`config.mk`:
```
export PLATFORM = sky130hd
export DESIGN_NAME = keypad_digit_entry
export DESIGN_NICKNAME = d
export VERILOG_FILES = /design/src/rtl/timer_pkg.sv /design/src/rtl/key_debouncer.sv /design/src/rtl/keypad_digit_entry.sv
export SDC_FILE = /design/constraint.sdc
export NUM_CORES = 1
export LEC_CHECK = 0
export ABC_AREA = 1
export CAP_MARGIN = 5
export CORE_MARGIN = 1.5
export CORE_UTILIZATION = 40
export DETAILED_ROUTE_END_ITERATION = 8
export GPL_ROUTABILITY_DRIVEN = 0
export MAX_ROUTING_LAYER = met4
export PLACE_DENSITY = 0.67
export SETUP_SLACK_MARGIN = 0.02
export SKIP_LAST_GASP = 1
export SLEW_MARGIN = 5
export SYNTH_ARGS = -nofsm -noshare
export SYNTH_HDL_FRONTEND = slang
export SYNTH_SLANG_ARGS = --single-unit
```
`constraint.sdc`:
```
create_clock -name clk -period 1.45 [get_ports clk]
set_input_delay 0.145 -clock clk [delete_from_list [all_inputs] [get_ports clk]]
set_output_delay 0.145 -clock clk [all_outputs]
set_load 0.01 [all_outputs]
```
`src/rtl/timer_pkg.sv`:
```
// Keypad/timer shared definitions: key codes, digit limits and the key FSM state encoding.
// Also used by the display and timer blocks.
package timer_pkg;

    localparam logic [3:0] NO_KEY      = 4'hF;
    localparam logic [3:0] MAX_DIGIT   = 4'd9;
    localparam logic [2:0] MAX_NDIGITS = 3'd4;

    typedef enum logic [1:0] {
        ST_IDLE     = 2'd0,
        ST_PRESS_DB = 2'd1,
        ST_HELD     = 2'd2,
        ST_REL_DB   = 2'd3
    } key_state_e;

endpackage

```
`src/rtl/key_debouncer.sv`:
```
// Debounce timer for the keypad FSM. It restarts from zero or counts up while run is high.
// done is high once DEBOUNCE cycles have been counted.
module key_debouncer #(
    parameter int DEBOUNCE = 16,
    parameter int CNT_W    = 5
) (
    input  logic clk,
    input  logic resetn,
    input  logic restart,
    input  logic run,
    output logic done
);

    logic [CNT_W-1:0] cnt_q, cnt_d;

    assign done = (cnt_q == CNT_W'(DEBOUNCE - 1));

    always_comb begin
        cnt_d = cnt_q;
        if (restart) begin
            cnt_d = '0;
        end else if (run && !done) begin
            cnt_d = cnt_q + 1'b1;
        end
    end

    always_ff @(posedge clk) begin
        if (!resetn) begin
            cnt_q <= '0;
        end else begin
            cnt_q <= cnt_d;
        end
    end

endmodule

```
`src/rtl/keypad_digit_entry.sv`:
```
// Keypad digit entry. Each debounced key press shifts one BCD digit into the MM:SS entry register.
// Optional macro DIGIT_LIMIT_EN: once four digits are held, further presses are dropped instead of shifted.
module keypad_digit_entry
    import timer_pkg::*;
#(
    parameter int DEBOUNCE = 16,
    parameter int CNT_W    = 5
) (
    input  logic        clk,
    input  logic        resetn,
    input  logic        enablen,
    input  logic [3:0]  digit,
    input  logic        validn,
    input  logic        clearn,
    output logic [15:0] bcd,
    output logic        digit_stb,
    output logic [2:0]  ndigits
);

    key_state_e  state_q, state_d;
    logic [3:0]  key_q, key_d;
    logic [15:0] bcd_q, bcd_d;
    logic [2:0]  nd_q, nd_d;
    logic        stb_q, stb_d;
    logic        restart, run, db_done, accept, shift_ok, key_valid;

    // A code above 9 is treated the same as no key.
    assign key_valid = !validn && (digit != NO_KEY) && (digit <= MAX_DIGIT);

    key_debouncer #(
        .DEBOUNCE (DEBOUNCE),
        .CNT_W    (CNT_W)
    ) u_debouncer (
        .clk     (clk),
        .resetn  (resetn),
        .restart (restart),
        .run     (run),
        .done    (db_done)
    );

    always_comb begin
        state_d = state_q;
        key_d   = key_q;
        restart = 1'b0;
        run     = 1'b0;
        accept  = 1'b0;
        // While the timer runs, park in REL_DB so a key held across enable must be released first.
        if (enablen) begin
            state_d = ST_REL_DB;
            restart = 1'b1;
        end else begin
            case (state_q)
                ST_IDLE: begin
                    restart = 1'b1;
                    if (key_valid) begin
                        state_d = ST_PRESS_DB;
                        key_d   = digit;
                    end
                end
                ST_PRESS_DB: begin
                    if (!key_valid || (digit != key_q)) begin
                        state_d = ST_IDLE;
                        restart = 1'b1;
                    end else if (db_done) begin
                        accept  = 1'b1;
                        state_d = ST_HELD;
                    end else begin
                        run = 1'b1;
                    end
                end
                ST_HELD: begin
                    restart = 1'b1;
                    if (!key_valid) begin
                        state_d = ST_REL_DB;
                    end
                end
                ST_REL_DB: begin
                    if (key_valid) begin
                        state_d = ST_HELD;
                        restart = 1'b1;
                    end else if (db_done) begin
                        state_d = ST_IDLE;
                    end else begin
                        run = 1'b1;
                    end
                end
                default: begin
                    state_d = ST_REL_DB;
                    restart = 1'b1;
                end
            endcase
        end
    end

`ifdef DIGIT_LIMIT_EN
    assign shift_ok = accept && (nd_q != MAX_NDIGITS);
`else
    assign shift_ok = accept;
`endif

    always_comb begin
        bcd_d = bcd_q;
        nd_d  = nd_q;
        stb_d = 1'b0;
        // Clear takes priority over an accept on the same edge.
        if (!clearn) begin
            bcd_d = '0;
            nd_d  = '0;
        end else if (shift_ok) begin
            bcd_d = {bcd_q[11:0], key_q};
            stb_d = 1'b1;
            if (nd_q != MAX_NDIGITS) begin
                nd_d = nd_q + 3'd1;
            end
        end
    end

    always_ff @(posedge clk) begin
        if (!resetn) begin
            state_q <= ST_REL_DB;
            key_q   <= NO_KEY;
            bcd_q   <= '0;
            nd_q    <= '0;
            stb_q   <= 1'b0;
        end else begin
            state_q <= state_d;
            key_q   <= key_d;
            bcd_q   <= bcd_d;
            nd_q    <= nd_d;
            stb_q   <= stb_d;
        end
    end

    assign bcd       = bcd_q;
    assign ndigits   = nd_q;
    assign digit_stb = stb_q;

endmodule

```
==> results.md, run 1 <==
* Total die area at between 3000 and 4000 sq um
* Highest-delay cell along the critical path: sky130_fd_sc_hd__dfxtp_2
* Total of endpoints with negative setup slack in the final report at 3
* Total number of placement rows at 21
* Power density normalized to cell area at between 700 and 800 nW/um^2
* Global-route wire length before repair at about 5200 um
* Final period util at 101%
* Post-synth ARST share at 0%
* Setup repair after global routing missed its margin: true
* Violated checks: negative setup slack
* Remaining number of nets flagged by the antenna check after routing at 0
* Cts bufs inserted at 5
* Setup crit start kind: register
* Via count of the first global-routing pass at ~1200
* Type of the worst setup path: register to register
* Post-synthesis share of cell area spent on full adders, half adders and majority gates at 3.51%
* Data arrival time of the worst path at approximately 1.7 ns
* Final clock skew at about 0.0064 ns
* Register bit total from synthesis at 31
* Count of pins on the block boundary at 29
* Final instance area at between 2000 and 2500 sq um
* Prevailing post-synth register cell: sky130_fd_sc_hd__dfxtp_1
* Worst path cell trace: ha_4 > nand2_4 > nor2_4 > ha_4 > clkinvlp_4 > nand3_4 > nand2_2 > a21oi_2
* FF/Latch Area at around 630 sq um
* Number of clock sinks at 31
* Peak supply drop at approximately 0.42 mV
* Delay contributed by the slowest stage of the critical path at roughly 0.36 ns
* Count of warnings emitted by yosys at 0
* Number of buffers and inverters on the critical path at 1
* Starting DRT DRC Count at 117
* Post-synth net total at ~210
* Clock share of power at approximately 42%
* Slew HR at about 79%
* Proportion of synthesized area in mux cells at 0%
* GR Util All Layers at 17.2%
* Net Switching at about 0.00039 W
* Area of the mapped netlist at between 1000 and 1500 sq um
* DIE WIDTH at approximately 63 um
* Kind of cell adding the most delay to the critical path: simple AND/OR/NAND/NOR gates
* Post-detailed-route wirelength per cell at around 11 um
* Post-Layout Cell Count at slightly below 300
* Clock Latency Late Sink at ~0.33 ns
* Status: finished, violations left
* Maximum number of pins on one net before global-route repair at 21
* Vias per std cell at slightly below 5
* Fin nets at around 260
* Root Buffer: sky130_fd_sc_hd__clkbuf_4
* Placement-stage cell area at approximately 1900 sq um
* Maximum fanout encountered on the critical timing path at 8
* Commonest non-fill, non-tap cell in the layout: sky130_fd_sc_hd__nand2_1
* Area added between synthesis and finish at 53.1%
* Residual overflow from global routing at 0
* CTS hold repair buffers at 0
* Number of instances in the synthesized netlist at slightly below 200
* Final Hold Vio Count at 0
* Synthesized area divided by synthesized cell count at around 7.3 sq um
* Post-route minimum period at 1.47 ns
* Count of distinct cell types in the synthesized netlist at 21
* Total routed wirelength at ~3300 um
* Upper clock frequency limit at about 680 MHz
* Main combinational cell family by area after synthesis: simple AND/OR/NAND/NOR gates
* Maximum clock path buffer count at 2
* Initial Utilization at 42.1%
* First drt pass iteration count at 4
* Placed cell count at ~290
* Worst setup timing slack at the placement stage at -0.346 ns
* TritonCTS clock tree: built
* Worst-margin pin slew at roughly 0.31 ns
* Worst hold-check path type: register to register
* Fillcell total at 274
* Relative contribution of combinational cells to total power at about 8%
* Multi-input combinational cell area at roughly 810 sq um
* Share of layout cells above drive strength 1 at between 20% and 30%
* DP HPWL at between 2000 and 2500 um
* Switching Fraction at between 20% and 30%
* Diodes inserted at 0
* Compound-Gate Fraction of Synth Area at 13.5%
* Register area share after synthesis at ~44%
* Endpoint type of the worst setup path: register
* Most frequent cells in the layout: 62 x sky130_fd_sc_hd__nand2_1, 21 x sky130_fd_sc_hd__a21oi_1, 21 x sky130_fd_sc_hd__buf_4
* Xor and xnor fraction of the mapped netlist area at around 1.8%
* Pint at 0.00132 W
* H-tree level count at 2
* Fraction of the mapped netlist area in simple logic gates at between 20% and 30%
* Reg power frac at about 50%
* Final Worst Setup Slack at -0.0210 ns
* Antenna violations before repair at 0
* Y dimension of the die at about 63 um
* Max Slew Vio Count at 0
* Slack of the worst reg-to-reg path at -0.02 ns
* Most common cell type on the critical path: sky130_fd_sc_hd__ha_4
* Max_cap viols at 0
* Clock Pin Slew Worst Setup and Hold Paths at approximately 0.10 ns
* DR vias at 1445
* Core region area at 3390 sq um
* EDFF count, synth at 0
* Post-detailed-route DRC marker count at 0
* Input/output buffers at 28
* Static leakage at 1.06 nW
* Crit path required time at between 1.5 and 2 ns
[flip-flops by register name, summed over array words and instances (netlist names)]
| register | cells |
|---|---|
| u_debouncer.cnt_q | 5 |
| digit_stb | 1 |
| bcd | 16 |
| key_q | 4 |
| state_q | 2 |
| ndigits | 3 |
[routing by layer]
layer | up-vias | GRT usage [%] | share of wire, %
met1 | 657 | 21.4 | 48
met5 | - | - | 0
met4 | 0 | 6.67 | 1.6
met3 | 5 | 5.23 | 4.2
li1 | 752 | - | -
met2 | 31 | 26.1 | 46
[power by group through the flow]
stage	Combinational [W]	Clock, W	Sequential (W)
after floorplan	0.0000511	0	0.000875
after global placement	0.000110	0	0.000875
after detailed placement	0.000111	0	0.000875
after CTS	0.000113	0.000734	0.000855
after global routing	0.000146	0.000781	0.000856
final	0.000134	0.000721	0.000855
[synthesized netlist by cell type, types with 3 or more instances]
cell type                  instances  area share, %
sky130_fd_sc_hd__o211ai_1          5            2.6
sky130_fd_sc_hd__nand2_1          67             18
sky130_fd_sc_hd__nand4_1           7            3.1
sky130_fd_sc_hd__inv_1            17            4.5
sky130_fd_sc_hd__nand3_1           9            3.2
sky130_fd_sc_hd__dfxtp_1          31             44
sky130_fd_sc_hd__inv_2             3           0.79
sky130_fd_sc_hd__nor2_2            4            1.8
sky130_fd_sc_hd__nor2_1            6            1.6
sky130_fd_sc_hd__ha_1              4            3.5
sky130_fd_sc_hd__xor2_1            3            1.8
sky130_fd_sc_hd__a21oi_1          25            8.8
[logic make-up after synthesis]
logic type,Yosys count
xor+xnor,3
flops,31
fa+ha+maj,4
simple gates,97
buf+inv,26
compound gates,34
[tightest hold or removal path, stage by stage (launching register included)]
cell and delay [ns]:
sky130_fd_sc_hd__dfxtp_1 0.32, sky130_fd_sc_hd__nand2_1 0.06, sky130_fd_sc_hd__a21oi_1 0.05
[final cells by class]
cell class              instances  share of cell area, %
well taps                      46                   2.64
inverters                      22                   3.95
clock buffers                   6                   2.35
flip-flops and latches         31                   29.1
clock inverters                 2                   1.60
repair buffers                 52                   23.4
multi-input cells             138                   37.0
[what timing repair did]
item                                    4_1_cts  5_1_grt
pin swaps                                     2        7
endpoints found under the setup margin       26       40
buffers inserted                              0        3
resized for setup                             4       40
[final timing paths]
kind | depth (start not counted) | to | start
worst min-delay path | 2 | bcd[14] | bcd[14]
worst min register to register | 2 | bcd[14] | bcd[14]
worst max-delay path | 8 | u_debouncer.cnt_q[0] | u_debouncer.cnt_q[1]
worst max register to register | 8 | u_debouncer.cnt_q[0] | u_debouncer.cnt_q[1]
[per-stage QoR]
step | total power, W | TNS, ns | hold WS, ns | util (%)
CTS | 0.00170 | -0.318 | 0.465 | 59.8
global placement | 0.000985 | -6.57 | 0.453 | 57.1
global route | 0.00178 | -1.77 | 0.481 | 64.4
floorplan | 0.000926 | -0.306 | 0.244 | -
detailed placement | 0.000986 | -7.72 | 0.459 | 57.1
finish | 0.00171 | -0.0341 | 0.472 | 64.4
Power figures use the tool's default switching activity.
==> run 2, diff against run 1 <==
CORE_UTILIZATION = 50   (was 40)
PLACE_DENSITY = 0.78   (was 0.67)
clock period = 1.5 ns   (was 1.45 ns; I/O delays follow)
==> run 2 against run 1 <==
  * Register-to-register slack improved by 0.06 ns
  * Clock power shrank 4.9%
  * Wire length is 4.3% higher
  * Cell count fell by 6.1%
  * Sequential share of layout area up 1.3 points
  * Via count grew 1.1%
  * Fmax rose by 0.35%
  * Clock skew grew 0.0037 ns
  * Sequential cell count did not move
  * The run now ends clean
==> results.md, run 2 (synthesized netlist as in run 1, its figures left out) <==
* Status: finished clean
* Worst slack on hold paths at 0.468 ns (-0.00341 ns)
* Static leakage at 0.860 nW (-19%)
* Hold path startpoint: bcd[12]
* Most frequent cells in the layout: 65 x sky130_fd_sc_hd__nand2_1, 28 x sky130_fd_sc_hd__clkdlybuf4s50_1, 22 x sky130_fd_sc_hd__dfxtp_1
* Type of the worst setup path: register to register
* FF/Latch Area at 634 sq um (unchanged)
* Max Slew Vio Count at 0 (unchanged)
* Remaining number of nets flagged by the antenna check after routing at 0 (unchanged)
* Root Buffer: sky130_fd_sc_hd__clkbuf_4
* Peak supply drop at 0.691 mV (+64%)
* Clock Pin Slew Worst Setup and Hold Paths at 0.10 ns (about the same)
* Core region area at 2730 sq um (-19%)
* Endpoint type of the worst setup path: register
* Residual overflow from global routing at 0 (unchanged)
* Upper clock frequency limit at 682 MHz (+0.35%)
* Final period util at 97.7% (-3.7 points)
* Vias per std cell at 5.24 (+7.6%)
* Placed cell count at 266 (-7.0%)
* Multi-input combinational cell area at 782 sq um (-3.3%)
* Total of endpoints with negative setup slack in the final report at 0 (-3)
* DR vias at 1461 (+1.1%)
* Total die area at 3180 sq um (-19%)
* GR Util All Layers at 22.0% (+4.8 points)
* Maximum clock path buffer count at 2 (unchanged)
* Clock Latency Late Sink at 0.34 ns (about the same)
* Via count of the first global-routing pass at 1274 (+3.4%)
* DIE WIDTH at 56.4 um (-10%)
* Y dimension of the die at 56.4 um (-10%)
* Slew HR at 82.5% (+3.0 points)
* Setup repair after global routing missed its margin: true
* Max_cap viols at 0 (unchanged)
* Data arrival time of the worst path at 1.75 ns (+0.02 ns)
* Diodes inserted at 0 (unchanged)
* Final clock skew at 0.0102 ns (+0.00371 ns)
* Maximum fanout encountered on the critical timing path at 16 (+8)
* Final Hold Vio Count at 0 (unchanged)
* Global-route wire length before repair at 5220 um (-0.27%)
* Power density normalized to cell area at 778 nW/um^2 (-0.59%)
* Launching element of the worst setup path: u_debouncer.cnt_q[0]
* Input/output buffers at 28 (unchanged)
* Starting DRT DRC Count at 54 (-54%)
* Initial Utilization at 52.2% (+10 points)
* Flip-flop count of the largest register after layout at 16 (unchanged)
* Setup crit start kind: register
* H-tree level count at 2 (unchanged)
* Number of clock sinks at 31 (unchanged)
* Maximum number of pins on one net before global-route repair at 21 (unchanged)
* DP HPWL at 2330 um (+7.9%)
* CTS hold repair buffers at 0 (unchanged)
* Fin nets at 260 (-1.1%)
* First drt pass iteration count at 4 (unchanged)
* Total routed wirelength at 3400 um (+4.3%)
* Share of layout cells above drive strength 1 at 25.8% (-3.7 points)
* Antenna violations before repair at 0 (unchanged)
* Post-Layout Cell Count at 279 (-6.1%)
* Area added between synthesis and finish at 46.6%
* TritonCTS clock tree: built
* Commonest non-fill, non-tap cell in the layout: sky130_fd_sc_hd__nand2_1
* Fillcell total at 194 (-29%)
* Post-route minimum period at 1.47 ns (-0.00508 ns)
* Cts bufs inserted at 5 (unchanged)
* Count of pins on the block boundary at 29 (unchanged)
* Worst hold-check path type: register to register
* Launch instance of the worst register-to-register path: u_debouncer.cnt_q[0]
* Crit path required time at 1.78 ns (+0.07 ns)
* Total number of placement rows at 19 (-9.5%)
* Post-detailed-route DRC marker count at 0 (unchanged)
* Post-detailed-route wirelength per cell at 12.2 um (+11%)
* Worst-margin pin slew at 0.261 ns (-0.0444 ns)
[run 2: cell count changes in the layout (fill, tap and decap cells not counted), moves of 3 or more]
cell	delta
sky130_fd_sc_hd__nand2_1	+3
sky130_fd_sc_hd__dfxtp_2	-3
sky130_fd_sc_hd__dlymetal6s2s_1	-9
sky130_fd_sc_hd__clkdlybuf4s50_1	+10
sky130_fd_sc_hd__buf_4	-3
[run 2: worst paths after layout]
kind | slack (ns) | end | cells after the start
setup / recovery | 0.03 | bcd[2] | 9
hold / removal | 0.47 | bcd[12] | 2
setup reg to reg | 0.03 | bcd[2] | 9
hold reg to reg | 0.47 | bcd[12] | 2
[run 2: final cells by class]
| cell class | count | share of cell area, % |
|---|---|---|
| clock inverter | 2 | 1.68 |
| timing repair buffer | 49 | 22.3 |
| inverter | 22 | 3.95 |
| clock buffer | 6 | 2.45 |
| multi-input combinational | 138 | 37.4 |
| tap | 31 | 1.86 |
| sequential | 31 | 30.3 |
[run 2: worst max-delay path, cell delays in order (launching register included)]
cell and delay [ns]:
sky130_fd_sc_hd__dfxtp_2 0.37, sky130_fd_sc_hd__ha_4 0.15, sky130_fd_sc_hd__nand2_4 0.05, sky130_fd_sc_hd__nor2_4 0.10, sky130_fd_sc_hd__ha_4 0.16, sky130_fd_sc_hd__nand3_4 0.08, sky130_fd_sc_hd__nor2_4 0.16, sky130_fd_sc_hd__buf_12 0.15
sky130_fd_sc_hd__nand2_1 0.07, sky130_fd_sc_hd__a21oi_2 0.12
[run 2: report_power, final]
group,total (W),switching [W],internal [W],leakage (nW)
registers,0.000825,0.00000231,0.000823,0.250
logic,0.000116,0.0000640,0.0000520,0.562
clock network,0.000686,0.000293,0.000393,0.0482
total,0.00163,0.000359,0.00127,0.860
[run 2: metal layers]
| metal | track usage (%) | vias to the layer above | share of wire, % |
|---|---|---|---|
| met5 | - | - | 0 |
| met4 | 10.2 | 0 | 2.1 |
| met3 | 6.91 | 6 | 4.2 |
| met1 | 23.8 | 674 | 43 |
| met2 | 36.6 | 34 | 50 |
| li1 | - | 747 | - |
[run 2: stage by stage]
| stage | power, W | setup slack (ns) | util (%) | cell area, sq um | TNS, ns |
|---|---|---|---|---|---|
| after global placement | 0.000950 | -0.216 | 68.7 | 1880 | -4.59 |
| after detailed placement | 0.000954 | -0.289 | 68.7 | 1880 | -7.13 |
| after floorplan | 0.000895 | 0.0124 | - | 1440 | 0 |
| after CTS | 0.00164 | -0.0129 | 73.5 | 2010 | -0.0129 |
| final | 0.00163 | 0.0341 | 76.5 | 2090 | 0 |
| after global routing | 0.00168 | -0.0736 | 76.5 | 2090 | -0.869 |
[run 2: repair_timing]
action,CTS,global route
setup buffers,3,2
gates resized for setup,6,20
endpoints found under the setup margin,25,29
pin swaps,3,5
==> RTL edit 1, RTL diff (flow settings as in run 1) <==
Make the reset (`resetn`) asynchronous in 2 clocked blocks.
--- a/src/rtl/key_debouncer.sv
+++ b/src/rtl/key_debouncer.sv
@@ -24,7 +24,7 @@
         end
     end
 
-    always_ff @(posedge clk) begin
+    always_ff @(posedge clk or negedge resetn) begin
         if (!resetn) begin
             cnt_q <= '0;
         end else begin
--- a/src/rtl/keypad_digit_entry.sv
+++ b/src/rtl/keypad_digit_entry.sv
@@ -115,7 +115,7 @@
         end
     end
 
-    always_ff @(posedge clk) begin
+    always_ff @(posedge clk or negedge resetn) begin
         if (!resetn) begin
             state_q <= ST_REL_DB;
             key_q   <= NO_KEY;
Function: no difference found for any inputs over 10 cycles, from zero or initial values and one cycle with resetn low; that may be too few to reach the edited logic, so the function may still have changed.
==> RTL edit 1 against run 1 <==
  * The flow still finishes with violations (setup timing)
  * Final area is 6.5% higher
  * Via count increased by 3.3%
  * Worst setup slack worse by 0.093 ns
  * Sequential cell count is the same
  * Wire length rose by 4.1%
  * Area after synthesis rose by 13%
  * Critical endpoint is now bcd[6]
Power is not compared: it rests on default switching activity, and its combinational part moved more than twofold at a synthesized area within 25%.
==> RTL edit 1: results (changes against run 1) <==
Met2 Resource Use GR: 0.279 (+0.0180)
Status: complete, but fails checks
Drt via density: 4.75 (-2.3%)
CTS Buf Count: 5 (unchanged)
Synth Area in Adders: 0.0311 (-0.00401)
Fillers: 339 (+24%)
Seq/Total Area, Yosys: 0.486 (+0.0513)
GRT met1 Usage: 0.239 (+0.0252)
P_leak: 0.00123 uW
Setup TNS Final: -1.87 ns (-1.83 ns)
Final HPWL from detailed placement: 2.42 mm (+12%)
Met3 Use GR: 0.0422 (-0.0100)
Final Skew: 0.00552 ns (-0.000924 ns)
Clk cell area share: 0.0382 (-0.00135)
IO Port Bufs: 28 (unchanged)
Clk Latency, worst-skew pair: 0.28 ns (-0.05 ns)
Multi-input gate area: 798 um2 (-1.2%)
Share of cells above drive strength 1: 0.244 (-0.0505)
Inst Count DP: 301 (+5.2%)
Final setup viols: 25 (+22)
Pre-CTS WS: -0.257 ns (+0.0889 ns)
Slowest CP cell: dfrtp_1
Initial DRC Count: 94 (-20%)
Pin count of the biggest net entering global routing: 32 (+52%)
Multi-input gates: 148 (+7.2%)
Postcts setup bufs: 1 (+1)
Yosys warns: 0 (unchanged)
Synth Area in Compound Gates: 0.0233 (-0.112)
Min-delay worst type: in -> async
Post-CTS sizing: 6 (+2)
Plain + repair buffers: 53 (+1.9%)
Failing checks: setup timing
Clock Tree Root: clkbuf_8
Vias in the first global route: 1410 (+14%)
Global-route wire length before repair: 5.99 mm (+14%)
Met3 wire len: 141 um (+2.9%)
Seq. cell area: 783 um2 (+23%)
Metal-1 WL: 1.64 mm (+5.5%)
Post-synthesis share of cell area spent on xor and xnor gates: 0.0163 (-0.00210)
Total Nets Final: 278 (+5.7%)
Avg Cell Area, Syn: 7.82 um2 (+6.9%)
Combinational family with the most area after synthesis: simple AND/OR/NAND/NOR gates
Post-synth top cells: nand2_1, nand3_1, dfrtp_1
Clk slew on worst S/H paths: 0.07 ns (-0.03 ns)
Met2 routed WL: 1.57 mm (+3.3%)
Synth Flop Type: dfrtp_1
Synth top area cells: dfrtp_1, nand2_1, nand3_1, dfstp_2, inv_1
Async SR Flop Fraction: 1.00 (+1.00)
Routed length per instance: 10.8 um (-1.5%)
Total GRT Usage: 0.181 (+0.00974)
Nonclk inv count: 26 (+18%)
Slowest stage delay, CP: 0.38 ns (+0.02 ns)
Count of different cell masters after synthesis: 22 (+4.8%)
Setup WS post-layout: -0.114 ns (-0.0926 ns)
Net Count, Synth: 219 (+5.3%)
Tightest Pin Transition: 0.379 ns (+0.0732 ns)
==> RTL edit 1: cell count changes after synthesis, moves of 4 or more <==
cell,run 1,this run
dfxtp_1,31,0
a21oi_1,25,0
dfrtp_1,0,25
nand3_1,9,33
nor2_1,6,14
inv_1,17,24
dfstp_2,0,6
nand2_1,67,72
o211ai_1,5,0
o21ai_0,2,6
==> RTL edit 1: path summary, 6_finish.rpt <==
path | slack (ns) | start | end | depth (start not counted)
setup / recovery | -0.11 | u_debouncer.cnt_q[0] | bcd[6] | 9
setup reg to reg | -0.11 | u_debouncer.cnt_q[0] | bcd[6] | 9
hold reg to reg | 0.49 | state_q[1] | state_q[1] | 2
min in group clk | 0.47 | digit[0] | key_q[0] | 3
hold / removal | 0.22 | resetn | bcd[13] | 2
max in group asynchronous | 0.99 | resetn | state_q[0] | 2
==> RTL edit 1: stage by stage <==
step	total power, uW	area (um2)
after floorplan	1380	1640
after global placement	1650	2140
after detailed placement	1660	2140
after CTS	2340	2270
after global routing	2520	2330
final	2360	2330
==> RTL edit 2, RTL diff (settings of run 1) <==
Made on the original files. `CNT_W` is set to 5 in 2 places; all go to 10.
--- a/src/rtl/key_debouncer.sv
+++ b/src/rtl/key_debouncer.sv
@@ -2,7 +2,7 @@
 // done is high once DEBOUNCE cycles have been counted.
 module key_debouncer #(
     parameter int DEBOUNCE = 16,
-    parameter int CNT_W    = 5
+    parameter int CNT_W    = 10
 ) (
     input  logic clk,
     input  logic resetn,
--- a/src/rtl/keypad_digit_entry.sv
+++ b/src/rtl/keypad_digit_entry.sv
@@ -4,7 +4,7 @@
     import timer_pkg::*;
 #(
     parameter int DEBOUNCE = 16,
-    parameter int CNT_W    = 5
+    parameter int CNT_W    = 10
 ) (
     input  logic        clk,
     input  logic        resetn,
Behaviour: no difference found for any inputs over 10 cycles, from zero or initial values and one cycle with resetn low; that may be too few to reach the edited logic, so the function may still have changed.
==> RTL edit 2 against run 1 <==
  * The run still ends with setup timing left
  * Final area grew 32%
  * Area after synthesis grew 25%
  * Cell count grew 26%
  * Power grew 18%
  * Wire length grew 39%
  * Via count grew 26%
  * Sequential cell count grew 5
  * Worst setup slack lost 0.086 ns
  * Largest cell class unchanged
==> RTL edit 2: results (changes against run 1) <==
Seq/Total Area, Yosys: 0.406 (-0.0295)
Final setup viols: 20 (+17)
Max_slew headroom: 0.721 (-0.0744)
Total Nets Final: 334 (+27%)
Clock Tree Root: clkbuf_8
Clk slew on worst S/H paths: 0.08 ns (-0.02 ns)
Clk Latency, worst-skew pair: 0.30 ns (-0.03 ns)
Post-synth top cells: nand2_1, inv_1, dfxtp_1
Crit path capture: bcd[10]
Dpl cell area: 2310 um2 (+20%)
Global-route wire length before repair: 6.33 mm (+21%)
Max VDD drop: 360 uV (-15%)
P_leak: 0.00123 uW (+17%)
Failing checks: setup timing
Pin count of the biggest net entering global routing: 20 (-4.8%)
Final Skew: 0.00852 ns (+0.00207 ns)
Pwr dens: 702 nW/um2 (-10%)
Total GRT Usage: 0.169 (-0.00310)
Overall routed net length: 4.52 mm (+39%)
Net Count, Synth: 261 (+25%)
Reg2reg path depth: 9 (+1)
Setup TNS Final: -1.43 ns (-1.39 ns)
Synth top area cells: dfxtp_1, nand2_1, a21oi_1, inv_1, o21ai_0
Routed length per instance: 12.1 um (+9.7%)
Internal power: 1520 uW (+15%)
Inst Count DP: 350 (+22%)
Min-delay worst type: in -> reg
Setup WS post-layout: -0.107 ns (-0.0856 ns)
Vias in the first global route: 1497 (+22%)
Fillers: 363 (+32%)
Vias: 1822 (+26%)
Count of different cell masters after synthesis: 28 (+33%)
Status: complete, but fails checks
Clock Power Share: 0.409 (-0.013)
[RTL edit 2: cell count changes after synthesis, moves of 5 or more]
| cell | delta |
|---|---|
| a21oi_1 | +7 |
| dfxtp_1 | +5 |
| o211ai_1 | -5 |
| nor2_1 | +13 |
| o21ai_0 | +19 |
| inv_1 | +25 |
| nand4_1 | +5 |
| nand2_1 | -20 |
[RTL edit 2: worst min-delay path by stage]
stage | to | cells after the start | startpoint
6_report | key_q[3] | 3 | digit[3]
5_1_grt | key_q[3] | 3 | digit[3]
4_1_cts | digit_stb | 3 | clearn
3_5_place_dp | bcd[14] | 2 | bcd[14]
3_3_place_gp | bcd[13] | 2 | bcd[13]
2_1_floorplan | key_q[0] | 2 | digit[0]
[RTL edit 2: cell type report]
cell class | instances | area share
timing repair buffer | 72 | 0.257
clock buffer | 6 | 0.0327
multi-input combinational | 164 | 0.369
inverter | 43 | 0.0579
sequential | 36 | 0.256
clock inverter | 2 | 0.00436
tap | 52 | 0.0226
[RTL edit 2: per-layer routing]
layer,wire length (um),up-vias,part of all wire,global-route usage
met5,0,-,0,-
met3,159,11,0.035,0.0523
met4,96,0,0.021,0.0791
met2,2170,33,0.48,0.264
met1,2100,822,0.46,0.198
li1,-,956,-,-
[RTL edit 2: cell families (layout without fill, tap and decap cells)]
logic type               Yosys count  count (layout)  synth area share
AO/OA/AOI/OAI                     57              57             0.170
adder cells (fa/ha/maj)            3               3            0.0211
flip-flops                        36              36             0.406
AND/OR/NAND/NOR                   98              99             0.261
buffers and inverters             50             123             0.118
XOR/XNOR                           5               5            0.0246
[RTL edit 2: repair_timing]
item,CTS,global route
resized for setup,1,85
pin swaps,2,31
setup endpoints to repair,26,36
cloned,0,4
buffers inserted,0,14
